$ cat src/rtl/wb_arbiter.sv
// Writeback arbiter: merges ALU, LSU and MDU results onto the single register file write port.
// MDU starvation is bounded by an aging counter that flips LSU/MDU priority and requests an ALU stall.
module wb_arbiter #(
  parameter int unsigned STARVE_LIMIT = 32'd8
) (
  input  logic        clk,
  input  logic        resetn,
  input  logic        alu_valid,
  input  logic [4:0]  alu_rd,
  input  logic [31:0] alu_data,
  input  logic        lsu_valid,
  output logic        lsu_ready,
  input  logic [4:0]  lsu_rd,
  input  logic [31:0] lsu_data,
  input  logic        mdu_valid,
  output logic        mdu_ready,
  input  logic [4:0]  mdu_rd,
  input  logic [31:0] mdu_data,
  output logic        regwrite,
  output logic [4:0]  waddr,
  output logic [31:0] wdata,
  output logic        stall_req,
  output logic [31:0] wb_count
);

  localparam logic [7:0] LIMIT = 8'(STARVE_LIMIT);

  logic        grant_alu, grant_lsu, grant_mdu, promoted;
  logic [7:0]  starve_cnt_q, starve_cnt_d;
  logic        stall_q, stall_d;
  logic        regwrite_q, regwrite_d;
  logic [4:0]  waddr_q, waddr_d;
  logic [31:0] wdata_q, wdata_d;
  logic [31:0] wb_count_q, wb_count_d;

  assign promoted = (starve_cnt_q >= LIMIT);

  // Grant selection: ALU always wins; MDU overtakes LSU once promoted
  always_comb begin
    grant_alu = alu_valid;
    grant_lsu = 1'b0;
    grant_mdu = 1'b0;
    if (!alu_valid) begin
      if (mdu_valid && (promoted || !lsu_valid)) begin
        grant_mdu = 1'b1;
      end else if (lsu_valid) begin
        grant_lsu = 1'b1;
      end else begin
        grant_mdu = 1'b0;
      end
    end else begin
      grant_lsu = 1'b0;
    end
  end

  assign lsu_ready = grant_lsu & resetn;
  assign mdu_ready = grant_mdu & resetn;

  // Next-state for the write port, aging counter and write counter
  always_comb begin
    regwrite_d   = 1'b0;
    waddr_d      = waddr_q;
    wdata_d      = wdata_q;
    case ({grant_alu, grant_lsu, grant_mdu})
      3'b100: begin
        waddr_d = alu_rd;
        wdata_d = alu_data;
      end
      3'b010: begin
        waddr_d = lsu_rd;
        wdata_d = lsu_data;
      end
      3'b001: begin
        waddr_d = mdu_rd;
        wdata_d = mdu_data;
      end
      default: begin
        waddr_d = waddr_q;
        wdata_d = wdata_q;
      end
    endcase
    // x0 results still complete their handshake but never write
    regwrite_d = (grant_alu | grant_lsu | grant_mdu) && (waddr_d != 5'd0);

    if (mdu_valid && !grant_mdu) begin
      starve_cnt_d = (starve_cnt_q == 8'd255) ? starve_cnt_q : starve_cnt_q + 8'd1;
    end else begin
      starve_cnt_d = 8'd0;
    end
    stall_d    = (starve_cnt_d >= LIMIT);
    wb_count_d = wb_count_q + {31'd0, regwrite_q};
  end

  // State registers
  always_ff @(posedge clk or negedge resetn) begin
    if (!resetn) begin
      regwrite_q   <= 1'b0;
      waddr_q      <= 5'd0;
      wdata_q      <= 32'd0;
      starve_cnt_q <= 8'd0;
      stall_q      <= 1'b0;
      wb_count_q   <= 32'd0;
    end else begin
      regwrite_q   <= regwrite_d;
      waddr_q      <= waddr_d;
      wdata_q      <= wdata_d;
      starve_cnt_q <= starve_cnt_d;
      stall_q      <= stall_d;
      wb_count_q   <= wb_count_d;
    end
  end

  assign regwrite  = regwrite_q;
  assign waddr     = waddr_q;
  assign wdata     = wdata_q;
  assign stall_req = stall_q;
  assign wb_count  = wb_count_q;

endmodule
$ cat config.mk
export PLATFORM = sky130hd
export DESIGN_NAME = wb_arbiter
export DESIGN_NICKNAME = d
export VERILOG_FILES = /design/src/rtl/wb_arbiter.sv
export SDC_FILE = /design/constraint.sdc
export NUM_CORES = 1
export LEC_CHECK = 0
export CAP_MARGIN = 15
export CORE_AREA = 2 2 80 120
export CTS_CLUSTER_SIZE = 10
export DETAILED_ROUTE_END_ITERATION = 7
export DIE_AREA = 0 0 82 122
export GPL_ROUTABILITY_DRIVEN = 1
export HOLD_SLACK_MARGIN = 0.15
export PLACE_DENSITY = 0.84
export SLEW_MARGIN = 20
export SYNTH_ARGS = -nofsm -noshare
export SYNTH_HDL_FRONTEND = slang
export SYNTH_SLANG_ARGS = --single-unit
$ cat constraint.sdc
create_clock -name clk -period 3.53 [get_ports clk]
set_clock_uncertainty 0.15 [all_clocks]
set_input_delay 0.353 -clock clk [delete_from_list [all_inputs] [get_ports clk]]
set_output_delay 0.353 -clock clk [all_outputs]
set_load 0.03 [all_outputs]
* Word-level counts from Yosys, hierarchy flattened
Index checks and enable logic that the tools add are counted.
** Storage, ports and cells
- Register bits :: 79
- Logic and storage cells :: 35
** Cells by class
- Add/subtract/negate cells :: 2
- Magnitude comparators :: 2
- Eq/ne operators :: 4
- Muxes and demuxes :: 9
- Bitwise operators :: 4
- Reductions and logical operators :: 8
** Operators by type and width (count)
- 32-bit case mux with 3 select lines :: 1
- 32-bit by 1-bit adder with 32-bit output :: 1
- 8-bit by 4-bit >= comparator with 1-bit output, second input constant :: 2
- 8-bit 2-to-1 mux :: 2
- 5-bit case mux with 3 select lines :: 1
- 8-bit by 1-bit adder with 8-bit output, second input constant :: 1
- 8-bit equality test, second input constant :: 1
- 1-bit 2-to-1 mux :: 5
- 5-bit nonzero test :: 1
- 3-bit by 1-bit equality test with 1-bit output, second input constant :: 1
- 3-bit by 2-bit equality test with 1-bit output, second input constant :: 1
- 3-bit equality test, second input constant :: 1
- 1-bit logical AND :: 3
- 3-bit nonzero test :: 1
- 1-bit AND :: 2
- 1-bit logical NOT :: 2
- 1-bit OR :: 2
- 1-bit logical OR :: 1

* Logic depth before layout (Yosys ltp)
Gate-level depths: netlist of the first run.
- Depth in word-level cells :: 9
- Gate-level depth with buffers :: 7
- Depth with buffers taken out :: 6

* Least setup slack after synthesis of the first run
Ideal clock, no wire load.
- Kind :: register -> output
- Start :: register starve_cnt_q[7]
- End :: output port mdu_ready
- Arrival :: 1.632 ns
- Data required time :: 3.027 ns
- Setup slack :: 1.395 ns
- Stages on the path, launching flop included :: 7
- Cells stage by stage :: dfrtp_1 nor4_2 and3b_1 buf_6 nor2_1 clkbuf_1 and2_1
** On the way
- Longest elaborated chain between the ends :: 6
** Ends and longest elaborated chain
- start, declared :: RTL line 29 : logic [7:0] starve_cnt_q, starve_cnt_d;
- start signal, assigned :: RTL line 107 : starve_cnt_q <= starve_cnt_d;
- 8-bit by 4-bit >= comparator with 1-bit output :: RTL line 36 : assign promoted = (starve_cnt_q >= LIMIT);
- 1-bit logical OR :: RTL line 44 : if (mdu_valid && (promoted || !lsu_valid)) begin
- 1-bit logical AND :: RTL line 44
- 1-bit 2-to-1 mux :: RTL line 44
- 1-bit 2-to-1 mux :: RTL line 43 : if (!alu_valid) begin
- 1-bit AND :: RTL line 57 : assign mdu_ready = grant_mdu & resetn;
- end, declared :: RTL line 16 : output logic mdu_ready,
No other way between the ends.

* Final worst setup path of the first run
- Start :: input port lsu_valid
- End :: output port lsu_ready
** On the way
- Longest elaborated chain between the ends :: 6
** Ends and longest elaborated chain
- start, declared :: RTL line 11 : input logic lsu_valid,
- 1-bit logical NOT :: RTL line 44
- 1-bit logical OR :: RTL line 44
- 1-bit logical AND :: RTL line 44
- 1-bit 2-to-1 mux * :: RTL line 44
- 1-bit 2-to-1 mux * :: RTL line 43
- 1-bit AND * :: RTL line 56 : assign lsu_ready = grant_lsu & resetn;
- end, declared :: RTL line 12 : output logic lsu_ready,
Mark *: on every way between the ends. The rest lies on a longest branch, timed or not.

==> metrics.md, run 1 <==
| Metric | Value |
|---|---|
| Outcome | finished clean |
| Achievable frequency | 0.341 GHz |
| # fillers | 697 |
| # setup viols final | 0 |
| Ys Warns | 0 |
| Crit-path max cell delay | 0.70 ns |
| Die height | roughly 120 um |
| Register area | 1980 um2 |
| CP top delay family | buffers and inverters |
| Routability congestion estimate | 0.850 |
| Initial antenna violation count | 0 |
| Hold Vio Cnt, Final | 0 |
| CP startpoint | lsu_valid |
| Largest net degree at the start of global routing | 67 |
| DR pass1 iterations | 8 |
| Largest area contributor in the netlist | dfrtp_1 |
| Arr. time, crit path | between 2 and 2.5 ns |
| Final setup TNS | 0 ns |
| Slew headroom | 55.9% |
| Routed WL | between 10 and 15 mm |
| Hold WC Path Type | reg2reg |
| Area grow syn2layout | 58.8% |
| Die area | 10000 um2 |
| Post-route DRC | 0 |
| Post-Layout Cell Count | around 670 |
| Unrepaired setup endpoints after global routing | false |
| Area of the multi-input gates | 1700 um2 |
| Slew Viols, Final | 0 |
| Synth unique cells | 44 |
| WHS | 0.322 ns |
| Register area share after synthesis | 51.6% |
| Setup Fix Bufs, Post-CTS | 0 |
| Pwr dens | 475 nW/um2 |
| CP max-delay cell | clkdlybuf4s50_1 |
| CP Class | in2out |
| Top_reg_cell synth | dfrtp_1 |
| Max cap viols | 0 |
| Placed cells | 650 |
| Number of global-route vias before repair | approximately 3800 |
| Share of cells above drive strength 1 | 5.77% |
| Port-buffer cells | 188 |
| Met2 WL | approximately 6.3 mm |
| CTS buffer count | 9 |
| Syn Inst Count | 372 |
| Synthesized cell area | between 3000 and 4000 um2 |
| EDFF count, synth | 0 |
| Ant diodes | 0 |
| RR Startpoint | starve_cnt_q[3]$_DFF_PN0_ |
| Tcrit/Tclk final | 83.0% |
| Worst path bufs/invs | 2 |
| Post-Route Utilization | between 60% and 70% |
| Peak VDD IR | 383 uV |
| CTS tree | done |
| Dpl hpwl | between 8 and 9 mm |
| Synth top area share | 51.6% |
| Min Tclk post-route | 2.93 ns |
| Global Route Usage Sum | 23.9% |
| Clk root buf | clkbuf_16 |
| Async set-reset flop share out of synthesis | 100% |
| Final #Nets | 670 |
| Boundary Pins | between 150 and 200 |
| Slew @ Worst Pin | about 0.66 ns |
| Net count after synthesis | about 490 |
| Commonest cells after routing, fill and taps aside | clkdlybuf4s50_1, dfrtp_1, nor2_1 |
| WL met1 | 4.19 mm |
| FF-to-FF setup slack | 1.23 ns |
| Die Width | a little over 80 um |
| Clock buffer depth | 2 |
| Worst path cell trace | clkdlybuf4s50_1, nor3b_1, a32o_2, and2_1, clkdlybuf4s50_1 |
| DRT antenna net count | 0 |
| Most common cell after layout, fill and taps aside | clkdlybuf4s50_1 |
| Max Used Layer | met4 |
| Via density | 5.63 |
| Metal3 WL | 784 um |
| Clk_lat worst skew | 0.34 ns |
| WL/cell | 17.4 um |
| H-tree levels | 3 |
| Register bit count reported by yosys | slightly below 80 |
| Total congestion overflow | 0 |
| Clk sinks | 79 |
| HP Start | wb_count[31]$_DFF_PN0_ |
| Initial cell density of the core | 42.4% |
| P_leak | around 0.0025 uW |
| CP most frequent cell | clkdlybuf4s50_1 |
| Mean area per synthesized cell | 10.3 um2 |
| CP endpoint kind | output port |
| Clock slew at reported path FFs | around 0.060 ns |
| Critical Path Fanout Max | 10 |
| First-pass GRT wire length | 18.2 mm |
| Top cells by area, synth | dfrtp_1, a222oi_1, xnor2_1 |
| First DRT Iteration DRCs | 322 |
| Post_cts resized | 0 |
| Vias | ~3800 |
| Rows | 43 |
| Core Region | 9040 um2 |
| Critical path launch point type | input pin |
| CP required | 3.03 ns |
final timing paths:
kind | to | depth (start not counted)
hold reg to reg | wb_count[31]$_DFF_PN0_ | 1
hold / removal | wb_count[31]$_DFF_PN0_ | 1
setup / recovery | lsu_ready | 5
setup reg to reg | regwrite$_DFF_PN0_ | 5
min in group asynchronous | wb_count[31]$_DFF_PN0_ | 2
max in group asynchronous | waddr[3]$_DFF_PN0_ | 3
cell families (layout without fill, tap and decap cells):
kind of cell / after synthesis / in the layout / synth area share [%]
DFF: 79 / 79 / 51.6
xor gates and xnor gates: 32 / 32 / 7.32
and+or+nand+nor: 132 / 132 / 17.1
adders and majority gates: 4 / 4 / 1.31
muxes: 5 / 5 / 1.34
AOI/OAI and AO/OA: 88 / 88 / 17.1
buffers and inverters: 32 / 215 / 4.25
worst reg2reg max path, cell delays in order (launching register included):
cell     delay (ns)
dfrtp_1        0.44
nor4_2         0.36
and3b_1        0.36
a21oi_2        0.07
a311o_1        0.36
o41a_1         0.43
power breakdown:
group / internal (uW) / switching [uW] / total, uW
Combinational: 374 / 420 / 794
Clock: 624 / 375 / 1000
Sequential: 1000 / 92.1 / 1100
Total: 2000 / 887 / 2890
cells in the mapped netlist, drive strengths merged, types with 2 or more instances:
cell	n
a21oi	41
a222oi	32
a311o	2
a31oi	2
and2	5
and3	10
and4	3
buf	8
clkbuf	18
dfrtp	79
ha	4
inv	6
mux2i	4
nand2	15
nand3	14
nand4	13
nor2	53
nor3	8
nor4	2
o21a	4
o21ai	3
or3	3
xnor2	24
xor2	8
area by class of cell:
type | count | share of cell area (%)
multi-input cells | 261 | 28.0
clock inverters | 6 | 1.54
well taps | 112 | 2.30
inverters | 6 | 0.370
repair buffers | 193 | 31.5
clock buffers | 10 | 3.76
flip-flops and latches | 79 | 32.5
per-stage QoR:
stage                     area [um2]  total power, uW  worst slack [ns]
final                           6080             2890             0.602
after global routing            6080             3010             0.459
after CTS                       6080             2910             0.602
after detailed placement        5750             1900             0.604
after global placement          5750             1870             0.642
after floorplan                 3830             1490              1.40
layer usage:
metal	vias to the layer above	global-route usage (%)
li1	1737	-
met1	1821	26.9
met2	174	41.2
met3	26	4.74
met4	0	13.5
met5	-	0
timing repair:
item,in CTS,in global routing
hold endpoints to repair,41,0
endpoints found under the setup margin,0,0
hold buffers,1,0
registers in the layout, summed over array words and instances (netlist names):
signal / flops
wb_count: 32
stall_req: 1
waddr: 5
starve_cnt_q: 8
wdata: 32
regwrite: 1
No activity file was read; power rests on OpenSTA's default activity.
==> run 2: changes to the inputs <==
CORE_AREA = 2 2 87 130   (was 2 2 80 120)
DIE_AREA = 0 0 89 132   (was 0 0 82 122)
PLACE_DENSITY = 0.76   (was 0.84)
clock period = 2.5 ns   (was 3.53 ns; I/O delays follow)
==> run 2 against run 1 <==
Cell area up 2.3%. Clock-buffer cell count unchanged. Non-clock buffer count up 12. Utilization down 8.5 points. Critical path type is now reg2out. Highest routed layer unchanged.
==> metrics.md, run 2 (synthesis gave the netlist of run 1 again) <==
| Metric | Value |
|---|---|
| Via density | 5.34 (-5.3%) |
| Number of global-route vias before repair | 3856 (+1.0%) |
| Pwr dens | 641 nW/um2 (+35%) |
| Unrepaired setup endpoints after global routing | false |
| CP required | 2.10 ns (-0.93 ns) |
| Global Route Usage Sum | 20.4% (-3.5 points) |
| Commonest cells after routing, fill and taps aside | clkdlybuf4s50_1, dfrtp_1, nor2_1 |
| Routed WL | 11.7 mm (+0.76%) |
| Achievable frequency | 0.422 GHz |
| Slew @ Worst Pin | 0.529 ns (-0.133 ns) |
| Die area | 11700 um2 (+17%) |
| Post-route DRC | 0 (unchanged) |
| R2R depth | 5 (unchanged) |
| Final setup TNS | 0 ns (unchanged) |
| Hold Vio Cnt, Final | 0 (unchanged) |
| Hold WC Path Type | reg2reg |
| Total congestion overflow | 0 (unchanged) |
| Clk root buf | clkbuf_16 |
| DRT antenna net count | 0 (unchanged) |
| Critical Path Fanout Max | 11 (+1) |
| Clock buffer depth | 2 (unchanged) |
| Hold depth | 1 (unchanged) |
| Initial antenna violation count | 0 (unchanged) |
| CP endpoint kind | output port |
| CP Class | reg2out |
| Clk_lat worst skew | 0.33 ns (about the same) |
| Outcome | finished clean |
| Die Width | 89 um (+8.5%) |
| Placed cells | 694 (+6.8%) |
| # fillers | 930 (+33%) |
| Peak VDD IR | 321 uV (-16%) |
| Routability congestion estimate | 0.904 (+6.4%) |
| Critical path launch point type | register |
| Post-Layout Cell Count | 711 (+6.6%) |
| Tcrit/Tclk final | 94.9% |
| Initial cell density of the core | 36.2% (-6.2 points) |
| Core Region | 10600 um2 (+17%) |
| Slew Viols, Final | 0 (unchanged) |
| Slew headroom | 64.7% (+8.9 points) |
| CTS tree | done |
| P_leak | 0.00254 uW (+2.6%) |
| Setup Fix Bufs, Post-CTS | 0 (unchanged) |
| First-pass GRT wire length | 18.7 mm (+2.9%) |
| H-tree levels | 3 (unchanged) |
| DR pass1 iterations | 6 (-2) |
| Clock slew at reported path FFs | 0.06 ns (about the same) |
| Rows | 46 (+7.0%) |
| Ant diodes | 0 (unchanged) |
| CTS buffer count | 9 (unchanged) |
| Min Tclk post-route | 2.37 ns |
| Share of cells above drive strength 1 | 8.29% (+2.5 points) |
| Clk sinks | 79 (unchanged) |
| Final #Nets | 682 (+1.8%) |
| # setup viols final | 0 (unchanged) |
| Max cap viols | 0 (unchanged) |
| First DRT Iteration DRCs | 220 (-32%) |
| Port-buffer cells | 188 (unchanged) |
| Arr. time, crit path | 1.97 ns (-0.46 ns) |
| WL/cell | 16.4 um (-5.5%) |
| Boundary Pins | 189 (unchanged) |
| Vias | 3794 (+0.96%) |
| Most common cell after layout, fill and taps aside | clkdlybuf4s50_1 |
| Area grow syn2layout | 62.5% |
| Largest net degree at the start of global routing | 67 (unchanged) |
| Die height | 132 um (+8.2%) |
| Dpl hpwl | 9.08 mm (+4.2%) |
## run 2: final timing paths
path,slack (ns),from,end
setup / recovery,0.13,starve_cnt_q[3]$_DFF_PN0_,mdu_ready
setup reg to reg,0.23,starve_cnt_q[3]$_DFF_PN0_,regwrite$_DFF_PN0_
min in group asynchronous,0.45,resetn,wb_count[10]$_DFF_PN0_
hold / removal,0.32,wb_count[31]$_DFF_PN0_,wb_count[31]$_DFF_PN0_
hold reg to reg,0.32,wb_count[31]$_DFF_PN0_,wb_count[31]$_DFF_PN0_
max in group asynchronous,1.35,resetn,starve_cnt_q[0]$_DFF_PN0_
## run 2: timing repair
| item | CTS | global route |
|---|---|---|
| gates resized for setup | 2 | 0 |
| hold endpoints to repair | 79 | 0 |
| hold buffers | 1 | 0 |
| setup endpoints to repair | 1 | 0 |
## run 2: layout make-up
cell class / instances / area (um2) / area share, %
timing repair buffer: 205 / 2040 / 32.8
sequential: 79 / 1980 / 31.8
multi-input combinational: 261 / 1710 / 27.4
clock buffer: 10 / 229 / 3.68
tap: 144 / 180 / 2.89
clock inverter: 6 / 68.8 / 1.11
inverter: 6 / 22.5 / 0.362
## run 2: worst max-delay path, stage by stage (launching register included)
cell and delay [ns]:
dfrtp_1 0.45, nor4_2 0.37, and3b_2 0.34, nor2_4 0.12
and2_1 0.19, buf_4 0.17
## run 2: where the power goes
part,internal (uW),switching (uW),total [uW]
registers,1420,120,1540
logic,551,605,1160
clock network,778,517,1300
total,2750,1240,3990
## run 2: per-layer routing
metal	part of all wire, %	global-route usage, %	vias up
li1	-	-	1769
met1	35	21.6	1827
met2	55	36.4	173
met3	7.4	5.82	25
met4	2.7	9.20	0
met5	0	0	-
## run 2: through the flow
stage               power [uW]  hold WS (ns)  util (%)  worst slack (ns)  area, um2
floorplan                 2100        -0.196         -             0.397       3830
global placement          2690         0.272      55.8            0.0574       5910
detailed placement        2710         0.279      55.8            0.0394       5910
CTS                       4030         0.325      58.8             0.103       6220
global route              4170         0.329      58.8            0.0334       6220
finish                    3990         0.323      58.8             0.128       6220
==> run 3: changes to the inputs <==
CTS_CLUSTER_SIZE = 16   (was 10)
GPL_TIMING_DRIVEN = 0   (was default)
==> run 3 against run 2 <==
Wire length up 7.1%. Sequential share of layout area down 0.068 points. Sequential cell count unchanged. Setup slack worse by 0.053 ns. Worst hold slack worse by 0.16 ns. Cell area up 0.34%. Register-to-register slack better by 0.05 ns. Via count up 1.6%. Clock-buffer cell count down 1. First-iteration DRC count down 0.45%. Maximum frequency down 2.2%. Critical path type is now in2out. Largest power group unchanged. Highest routed layer unchanged.
==> metrics.md, run 3 (synthesis gave the netlist of run 1 again) <==
| Metric | Value |
|---|---|
| Global Route Usage Sum | 21.8% (+1.4 points) |
| Slew Viols, Final | 0 (unchanged) |
| Area of the multi-input gates | 1710 um2 (+0.15%) |
| Hold WC Path Type | in2reg |
| WL met1 | 4.25 mm (+4.5%) |
| Core Region | 10600 um2 (unchanged) |
| Outcome | finished clean |
| Critical Path Fanout Max | 10 (-1) |
| Final #Nets | 691 (+1.3%) |
| CTS tree | done |
| Die area | 11700 um2 (unchanged) |
| Clk root buf | clkbuf_16 |
| # fillers | 919 (-1.2%) |
| Boundary Pins | 189 (unchanged) |
| Post-Layout Cell Count | 720 (+1.3%) |
| Initial antenna violation count | 0 (unchanged) |
| Min Tclk post-route | 2.42 ns (+0.0527 ns) |
| Number of global-route vias before repair | 4061 (+5.3%) |
| Die height | 132 um (unchanged) |
| Largest net degree at the start of global routing | 48 (-28%) |
| Critical path launch point type | input pin |
| Area grow syn2layout | 63.0% |
| CP Class | in2out |
| Routed WL | 12.5 mm (+7.1%) |
| Ant diodes | 0 (unchanged) |
| CP endpoint kind | output port |
| Unrepaired setup endpoints after global routing | false |
| Arr. time, crit path | 2.02 ns (+0.05 ns) |
| First DRT Iteration DRCs | 219 (-0.45%) |
| WHS | 0.161 ns (-0.162 ns) |
| Slew @ Worst Pin | 0.585 ns (+0.0561 ns) |
| Total congestion overflow | 0 (unchanged) |
| Clock buffer depth | 2 (unchanged) |
| Post-route DRC | 0 (unchanged) |
| Die Width | 89 um (unchanged) |
| First-pass GRT wire length | 19.8 mm (+6.1%) |
| Share of cells above drive strength 1 | 7.29% (-1.0 points) |
| Met2 WL | 6.80 mm (+5.7%) |
| Achievable frequency | 0.412 GHz (-2.2%) |
| CTS buffer count | 9 (unchanged) |
| Vias | 3855 (+1.6%) |
| Pwr dens | 651 nW/um2 (+1.7%) |
| Register area | 1980 um2 (+0.13%) |
| Clk_lat worst skew | 0.34 ns (about the same) |
| # setup viols final | 0 (unchanged) |
| Max Used Layer | met4 |
| DR pass1 iterations | 7 (+1) |
| DRT antenna net count | 0 (unchanged) |
| P_leak | 0.00253 uW (-0.21%) |
| Most common cell after layout, fill and taps aside | clkdlybuf4s50_1 |
| Tcrit/Tclk final | 97.0% (+2.1 points) |
| Metal3 WL | 965 um (+12%) |
| Routability congestion estimate | 0.883 (-2.4%) |
| Post-Route Utilization | 59.0% (+0.20 points) |
| Via density | 5.35 (+0.34%) |
| Clk sinks | 79 (unchanged) |
| Placed cells | 702 (+1.2%) |
| Peak VDD IR | 367 uV (+14%) |
| CP required | 2.10 ns (about the same) |
| Port-buffer cells | 185 (-1.6%) |
| H-tree levels | 3 (unchanged) |
| Initial cell density of the core | 36.2% (unchanged) |
| Max cap viols | 0 (unchanged) |
| Commonest cells after routing, fill and taps aside | clkdlybuf4s50_1, dfrtp_1, nor2_1 |
| Slew headroom | 61.0% (-3.7 points) |
| Hold Vio Cnt, Final | 0 (unchanged) |
| Dpl hpwl | 9.75 mm (+7.4%) |
| Rows | 46 (unchanged) |
| Clock slew at reported path FFs | 0.06 ns (about the same) |
| WL/cell | 17.4 um (+5.8%) |
-- run 3: cell count changes in the layout (fill, tap and decap cells not counted), moves of 2 or more --
cell | before | now
clkdlybuf4s50_1 | 185 | 182
dfrtp_1 | 79 | 77
clkbuf_1 | 1 | 16
dfrtp_2 | 0 | 2
buf_4 | 16 | 5
buf_6 | 0 | 5
buf_12 | 3 | 0
inv_8 | 0 | 2
buf_2 | 0 | 2
-- run 3: what timing repair did --
item,4_1_cts,5_1_grt
pin swaps,1,0
endpoints found under the hold margin,87,0
gates resized for setup,14,6
hold buffers,2,0
setup buffers,0,0
endpoints found under the setup margin,2,2
cloned,0,0
-- run 3: metal layers --
metal,up-vias,track usage [%]
li1,1782,-
met1,1846,22.6
met2,192,39.1
met3,35,5.51
met4,0,11.2
met5,-,0
-- run 3: final cells by class --
cell class / instances / area share [%]
tap: 144 / 2.88
clock inverter: 7 / 1.38
clock buffer: 9 / 3.61
sequential: 79 / 31.7
multi-input combinational: 261 / 27.3
timing repair buffer: 188 / 30.4
inverter: 6 / 0.361
buffer: 26 / 2.36
-- run 3: worst paths after layout --
path                       slack, ns  depth (start not counted)                         to                 startpoint
min reg2reg                     0.34                          1     wb_count[11]$_DFF_PN0_     wb_count[11]$_DFF_PN0_
max                             0.08                          7                  lsu_ready                  mdu_valid
min                             0.16                          3         waddr[4]$_DFF_PN0_                  alu_valid
min in group asynchronous       0.20                          2     wb_count[29]$_DFF_PN0_                     resetn
max reg2reg                     0.28                          7      wdata[16]$_DFFE_PN0N_  starve_cnt_q[4]$_DFF_PN0_
max in group asynchronous       1.44                          3  starve_cnt_q[4]$_DFF_PN0_                     resetn
-- run 3: power breakdown --
group / leakage [uW] / switching (uW) / internal [uW]
Combinational: 0.00139 / 612 / 537
Clock: 0.000150 / 582 / 796
Sequential: 0.000996 / 125 / 1420
-- run 3: stage by stage --
stage	area [um2]	setup TNS, ns	total power, uW	setup WS [ns]
after global routing	6250	0	4230	0.0106
after CTS	6230	0	4100	0.0138
after floorplan	3830	0	2100	0.397
after global placement	5860	-145.68	2680	-2.30
final	6250	0	4070	0.0755
after detailed placement	5890	-0.890	2710	-0.540
-- run 3: critical path, stage by stage --
cell and delay (ns):
dlygate4sd3_1 0.55, buf_6 0.15, inv_1 0.16, a32o_2 0.25
buf_4 0.22, and2_1 0.16, clkdlybuf4s15_2 0.29
